**config.mk**
```make
export PLATFORM = sky130hd
export DESIGN_NAME = cmp_swap_pipe
export DESIGN_NICKNAME = d
export VERILOG_FILES = /design/src/rtl/cmp_swap_pipe.sv
export SDC_FILE = /design/constraint.sdc
export NUM_CORES = 2
export LEC_CHECK = 0
export ABC_AREA = 1
export ABC_CLOCK_PERIOD_IN_PS = 31600
export BUFFER_PORTS_ARGS = -buffer_cell sky130_fd_sc_hd__buf_2
export CORE_ASPECT_RATIO = 0.5
export CORE_UTILIZATION = 30
export DETAILED_ROUTE_END_ITERATION = 8
export GPL_TIMING_DRIVEN = 0
export SYNTH_ARGS = -nofsm -noshare
export SYNTH_HDL_FRONTEND = slang
export SYNTH_SLANG_ARGS = --single-unit
```
**constraint.sdc**
```tcl
create_clock -name clk -period 31.6 [get_ports clk]
set_input_delay 4.74 -clock clk [delete_from_list [all_inputs] [get_ports clk]]
set_output_delay 4.74 -clock clk [all_outputs]
set_load 0.01 [all_outputs]
```
**src/rtl/cmp_swap_pipe.sv**
```systemverilog
// cmp_swap_pipe: two-stage per-lane compare-exchange pipeline with valid/ready flow control
module cmp_swap_pipe #(
    parameter int    DATA_WIDTH = 64,
    parameter int    CHANNELS   = 4,
    parameter string COM_STYLE  = "UP",
    parameter int    SIGNED     = 0
) (
    input  logic                           clk,
    input  logic                           rst,
    input  logic [CHANNELS*DATA_WIDTH-1:0] s_data0,
    input  logic [CHANNELS*DATA_WIDTH-1:0] s_data1,
    input  logic                           s_valid,
    output logic                           s_ready,
    output logic [CHANNELS*DATA_WIDTH-1:0] m_data0,
    output logic [CHANNELS*DATA_WIDTH-1:0] m_data1,
    output logic [CHANNELS-1:0]            m_swap,
    output logic                           m_valid,
    input  logic                           m_ready,
    output logic [31:0]                    swap_count
);
    localparam int W = CHANNELS * DATA_WIDTH;
    localparam bit DOWN = (COM_STYLE == "DOWN");
    // flipping the sign bit turns a two's-complement compare into an unsigned one
    localparam logic [DATA_WIDTH-1:0] BIAS = (SIGNED != 0) ? (DATA_WIDTH'(1) << (DATA_WIDTH - 1)) : '0;

    logic                v1_q, v2_q;
    logic [W-1:0]        a_q, b_q, d0_q, d1_q, d0_d, d1_d;
    logic [CHANNELS-1:0] sw_q, sw_d;
    logic [31:0]         cnt_q, cnt_d;
    logic [32:0]         sum;
    logic                adv2;

    assign adv2    = !v2_q || m_ready;
    assign s_ready = !rst && (!v1_q || adv2);

    for (genvar g = 0; g < CHANNELS; g++) begin : g_lane
        logic [DATA_WIDTH-1:0] a, b, ak, bk;
        assign a        = a_q[g*DATA_WIDTH +: DATA_WIDTH];
        assign b        = b_q[g*DATA_WIDTH +: DATA_WIDTH];
        assign ak       = a ^ BIAS;
        assign bk       = b ^ BIAS;
        assign sw_d[g]  = DOWN ? (ak < bk) : (ak > bk);
        assign d0_d[g*DATA_WIDTH +: DATA_WIDTH] = sw_d[g] ? b : a;
        assign d1_d[g*DATA_WIDTH +: DATA_WIDTH] = sw_d[g] ? a : b;
    end

    // saturating accumulation of swapped lanes on each delivered beat
    always_comb begin
        sum   = {1'b0, cnt_q} + 33'($countones(sw_q));
        cnt_d = (v2_q && m_ready) ? (sum[32] ? 32'hFFFF_FFFF : sum[31:0]) : cnt_q;
    end

    // stage 1: capture operands whenever the stage is free or draining
    always_ff @(posedge clk) begin
        if (rst) begin
            v1_q <= 1'b0;
        end else if (s_ready) begin
            v1_q <= s_valid;
            if (s_valid) begin
                a_q <= s_data0;
                b_q <= s_data1;
            end
        end
    end

    // stage 2: register compare-exchange result, hold while output is stalled
    always_ff @(posedge clk) begin
        if (rst) begin
            v2_q <= 1'b0;
            d0_q <= '0;
            d1_q <= '0;
            sw_q <= '0;
        end else if (adv2) begin
            v2_q <= v1_q;
            if (v1_q) begin
                d0_q <= d0_d;
                d1_q <= d1_d;
                sw_q <= sw_d;
            end
        end
    end

    // swap counter register
    always_ff @(posedge clk) begin
        if (rst) cnt_q <= '0;
        else     cnt_q <= cnt_d;
    end

    assign m_data0    = d0_q;
    assign m_data1    = d1_q;
    assign m_swap     = sw_q;
    assign m_valid    = v2_q;
    assign swap_count = cnt_q;
endmodule

```
; Word-level counts from Yosys, hierarchy flattened
; Cells that the tools add are included.
[totals]
in_bits = 516
elab_cells = 35
output_inout_bits = 550
ff_bits = 1062
[classes]
n_addsub = 4
n_reduce_logical = 9
bitwise_logic = 1
mux = 9
order_cmp = 4
[ops]
columns = cell, n
row1 = $mux W64, 8
row2 = $gt A64 B64 Y1, 4
row3 = $add A32 B3 Y33, 1
row4 = $mux W32, 1
row5 = $add A1 B1 Y2, 2
row6 = $add A2 B2 Y3, 1
row7 = $logic_not A1 Y1, 3
row8 = $reduce_and A3 Y1, 1
row9 = $logic_and A1 B1 Y1, 2
row10 = $logic_or A1 B1 Y1, 2
row11 = $reduce_and A2 Y1, 1
row12 = $not A1 Y1, 1

; Depth between registers and ports, before layout
[logic_depth]
word_depth = 5
depth_mapped = 21
mapped_depth_nobuf = 19

; Worst setup path after synthesis
; OpenSTA, ideal clock, no wires.
[synth_path]
path_type = input -> register
start = in rst
end = reg a_q[0], enable pin
stages = 5
path_buffers = 2
arrival_ns = 26.486
setup_slack_ns = 3.713
setup_time_ns = 1.401
path_cell_list = clkbuf_1 > clkbuf_1 > inv_1 > nand2_1 > nor2_1
[synth_between]
elab_chain_len = 3
word_cells_on_any_way = 4
cone_classes = bitwise: 1 / reduce/logical: 3
[synth_rtl]
columns = element, line
row1 = "start, declared", 9  ; input logic rst,
row2 = $logic_not A1 Y1, 34  ; assign s_ready = !rst && (!v1_q || adv2);
row3 = $logic_and A1 B1 Y1, 34
row4 = $reduce_and A3 Y1 (no line) (*), n/a
row5 = "end signal, assigned", 60  ; a_q <= s_data0;
row6 = "end, declared", 27  ; logic [W-1:0] a_q, b_q, d0_q, d1_q, d0_d, d1_d;
; Mark *: on every way between the ends. The rest lies on a longest branch, timed or not.
; A chain may end at the register's enable or synchronous reset.

; Worst setup path in the final report
[layout_path]
start = in rst
end = out s_ready
[layout_between]
elab_chain_len = 2
[layout_rtl]
columns = element, line
row1 = $logic_not A1 Y1, 34
row2 = $logic_and A1 B1 Y1, 34
row3 = "end, declared", 13  ; output logic s_ready,
; No other way between the ends.

==> impl_metrics.json <==
{
  "status": "complete, no violations",
  "dp.cells": 8814,
  "groute.usage.overall": 0.249,
  "worst_pin_slew_ns": 1.35,
  "boundaryPins": 1066,
  "synth-edff-count": 512,
  "grt_pass1_wl_um": 295000,
  "syn-instance-count": 5559,
  "ir_drop_mv": 0.0343,
  "total_power_mw": 3.38,
  "core_area_sq_um": 161000,
  "worstHoldStart": "m_data1[189]",
  "vias": 45700,
  "cts_tree": "yes",
  "powerDensity_nw_per_um2": 55.4,
  "drtIter0Drc": 5035,
  "path_class": "in2out",
  "cts_buffers": 104,
  "crit_chain": "clkbuf_1 > clkbuf_1 > inv_1 > nand2_1 > inv_1 > buf_2",
  "clock.fmax_mhz": 87.1,
  "finalNonFillerCells": 9069,
  "drive_gt1_frac": 0.221,
  "synth-compound-area-share": 0.0795,
  "cp-start-kind": "primary input",
  "rr_startpoint": "m_valid",
  "synth.avg_cell_area_sq_um": 8.77,
  "firstDrtPassIters": 6,
  "hold_violations": 0,
  "via_per_inst": 5.04,
  "crit_start": "rst",
  "grt_pass1_vias": 41300,
  "cts_root_buf": "clkbuf_16",
  "yosys_warnings": 0,
  "antenna_found_initial": 108,
  "synthSimpleGateAreaFrac": 0.229,
  "seq_area_sq_um": 26400,
  "final_area_sq_um": 61000,
  "synth_xor_area_frac": 0.00395,
  "multiInputGateArea_sq_um": 18500,
  "drv_cap": 0,
  "clk_pin_slew_worst_paths_ns": 0.06,
  "finalMaxSlewViolations": 0,
  "leakagePower_nw": 27.4,
  "wire_per_inst_um": 23.6,
  "htree_levels": 3,
  "insertion_delay_ns": 0.71,
  "die_w_um": 572,
  "hold_class": "reg2reg",
  "die_y_um": 287,
  "synth_fa_ha_area_frac": 0.0672,
  "syn_to_final_growth_pct": 25.2,
  "syn_area_sq_um": 48800,
  "hold_buffers": 0,
  "drc": 0,
  "fin_skew_ns": 0.0326,
  "portBuffers": 1064,
  "setup_viol": 0,
  "synth.distinct_cells": 39,
  "seq_area_frac_synth": 0.541,
  "clock_sinks": 1062,
  "slew_headroom": 0.101,
  "synthFlopType": "dfxtp_1",
  "rows": 104,
  "drt_wl_total_um": 214000,
  "synth_top_family_by_area": "simple AND/OR/NAND/NOR gates",
  "fin_crit_sh": 0.363,
  "die-area_sq_um": 164000,
  "gr-total-overflow": 0,
  "grt_max_degree": 36,
  "synth-seq-cells": 1062,
  "cp.arrival_ns": 6.74,
  "cpPeakStageDelay_ns": 0.82,
  "synthMuxAreaShare": 0,
  "final_util": 0.379,
  "post_cts_resized": 0,
  "n_fill_cell": 16900,
  "synth_nets": 6335,
  "cpMaxStageDelayCell": "clkbuf_1",
  "cts_buffer_depth": 3,
  "postRouteAntennaNets": 0,
  "cp-end-kind": "primary output",
  "gp_congestion": 0.978,
  "start_util": 0.303,
  "post_dp_cell_area_sq_um": 57200,
  "final_nets": 7523,
  "critical_path.max_fanout": 10,
  "rsz0062_at_grt": "false",
  "postCtsSetupBuffers": 0,
  "synthArstFlopShare": 0,
  "dp_hpwl_um": 172000,
  "crit_required_ns": 26.86,
  "period_needed_ns": 11.48
}
==> sequential cells by signal, summed over array words and instances (netlist names) <==
register    cells
m_data1       256
swap_count     32
m_data0       256
a_q           256
b_q           256
m_swap          4
v1_q            1
m_valid         1
==> metrics by stage <==
step / setup slack [ns] / hold slack [ns] / setup TNS, ns
4_1_cts: 20.01 / 0.463 / 0
3_5_place_dp: 20.01 / 0.452 / 0
3_3_place_gp: -10.13 / 0.450 / -5142.83
5_1_grt: 19.91 / 0.470 / 0
2_1_floorplan: 3.71 / 0.481 / 0
6_report: 20.12 / 0.463 / 0
==> final timing paths <==
check,to,slack (ns),cells after the start
min,m_data1[189],0.46,2
max reg2reg,m_data1[24],28.16,7
max,s_ready,20.12,6
min reg2reg,m_data1[189],0.46,2
==> layout by cell type (no fill, tap or decap), types with 6 or more instances in the layout <==
master and instances:
ha_1 257, buf_6 15, nor2_1 83, o21ai_0 43, edfxtp_1 512, nand3_1 1060
o21a_1 13, clkbuf_8 10, a21oi_1 613, clkinv_4 10, clkinv_2 15, inv_6 8
diode_2 60, clkbuf_1 180, nand2_1 1319, dfxtp_1 550, a31oi_1 6, nor2_2 6
buf_12 16, clkinvlp_4 8, nor3_1 14, nand3b_1 6, xor2_1 13, buf_2 1218
nor4_1 8, clkbuf_16 110, nand4_1 29, inv_1 593, bufinv_16 12, a21oi_2 47
xnor2_1 9
==> logic make-up after synthesis <==
group	Yosys count
compound gates	728
flops	1062
buf+inv	940
xor+xnor	22
simple gates	2547
fa+ha+maj	260
==> worst max-delay path: cells and delay by family <==
family,cells,cell delay (ns)
buffers and inverters,5,1.55
and+or+nand+nor,1,0.42
==> layer usage <==
layer	global-route usage	wire, um	vias to the layer above
li1	-	-	21100
met1	0.336	90800	22000
met2	0.375	94000	1998
met3	0.0428	15700	535
met4	0.143	13500	26
met5	0	172	-
==> Yosys cell counts, types with 3 or more instances <==
| master | count | area (sq um) |
|---|---|---|
| xor2_1 | 13 | 114 |
| o21a_1 | 13 | 97.6 |
| nor3_1 | 14 | 70.1 |
| buf_6 | 15 | 169 |
| nand2_2 | 5 | 31.3 |
| nor2_2 | 6 | 37.5 |
| buf_4 | 5 | 37.5 |
| clkbuf_1 | 169 | 634 |
| nand3b_1 | 6 | 45.0 |
| nand3_1 | 1060 | 5310 |
| o21ai_0 | 43 | 215 |
| a21oi_2 | 47 | 412 |
| a21oi_1 | 613 | 3070 |
| ha_1 | 257 | 3220 |
| inv_1 | 593 | 2230 |
| dfxtp_1 | 550 | 11000 |
| nand2_1 | 1319 | 4950 |
| fa_1 | 3 | 60.1 |
| edfxtp_1 | 512 | 15400 |
| a21o_1 | 5 | 37.5 |
| a31oi_1 | 6 | 37.5 |
| nor2_1 | 84 | 315 |
| inv_2 | 3 | 11.3 |
| buf_2 | 154 | 771 |
| xnor2_1 | 9 | 78.8 |
| nor4_1 | 8 | 50.1 |
| nand4_1 | 29 | 181 |
==> power by group <==
part	leakage, nW	switching, mW	total (mW)	internal, mW
combinational	16.3	0.300	0.449	0.149
sequential	9.30	0.0458	1.56	1.52
clock	1.80	0.607	1.37	0.766
total	27.4	0.953	3.38	2.43
==> layout make-up <==
type                    instances  area share
flip-flops and latches       1062       0.432
multi-input cells            3557       0.304
repair buffers               1082      0.0934
clock buffers                 131      0.0480
well taps                    2173      0.0445
inverters                     596      0.0367
plain buffers                 344      0.0265
clock inverters                64      0.0125
diodes                         60     0.00246
(Power assumes the default switching activity.)
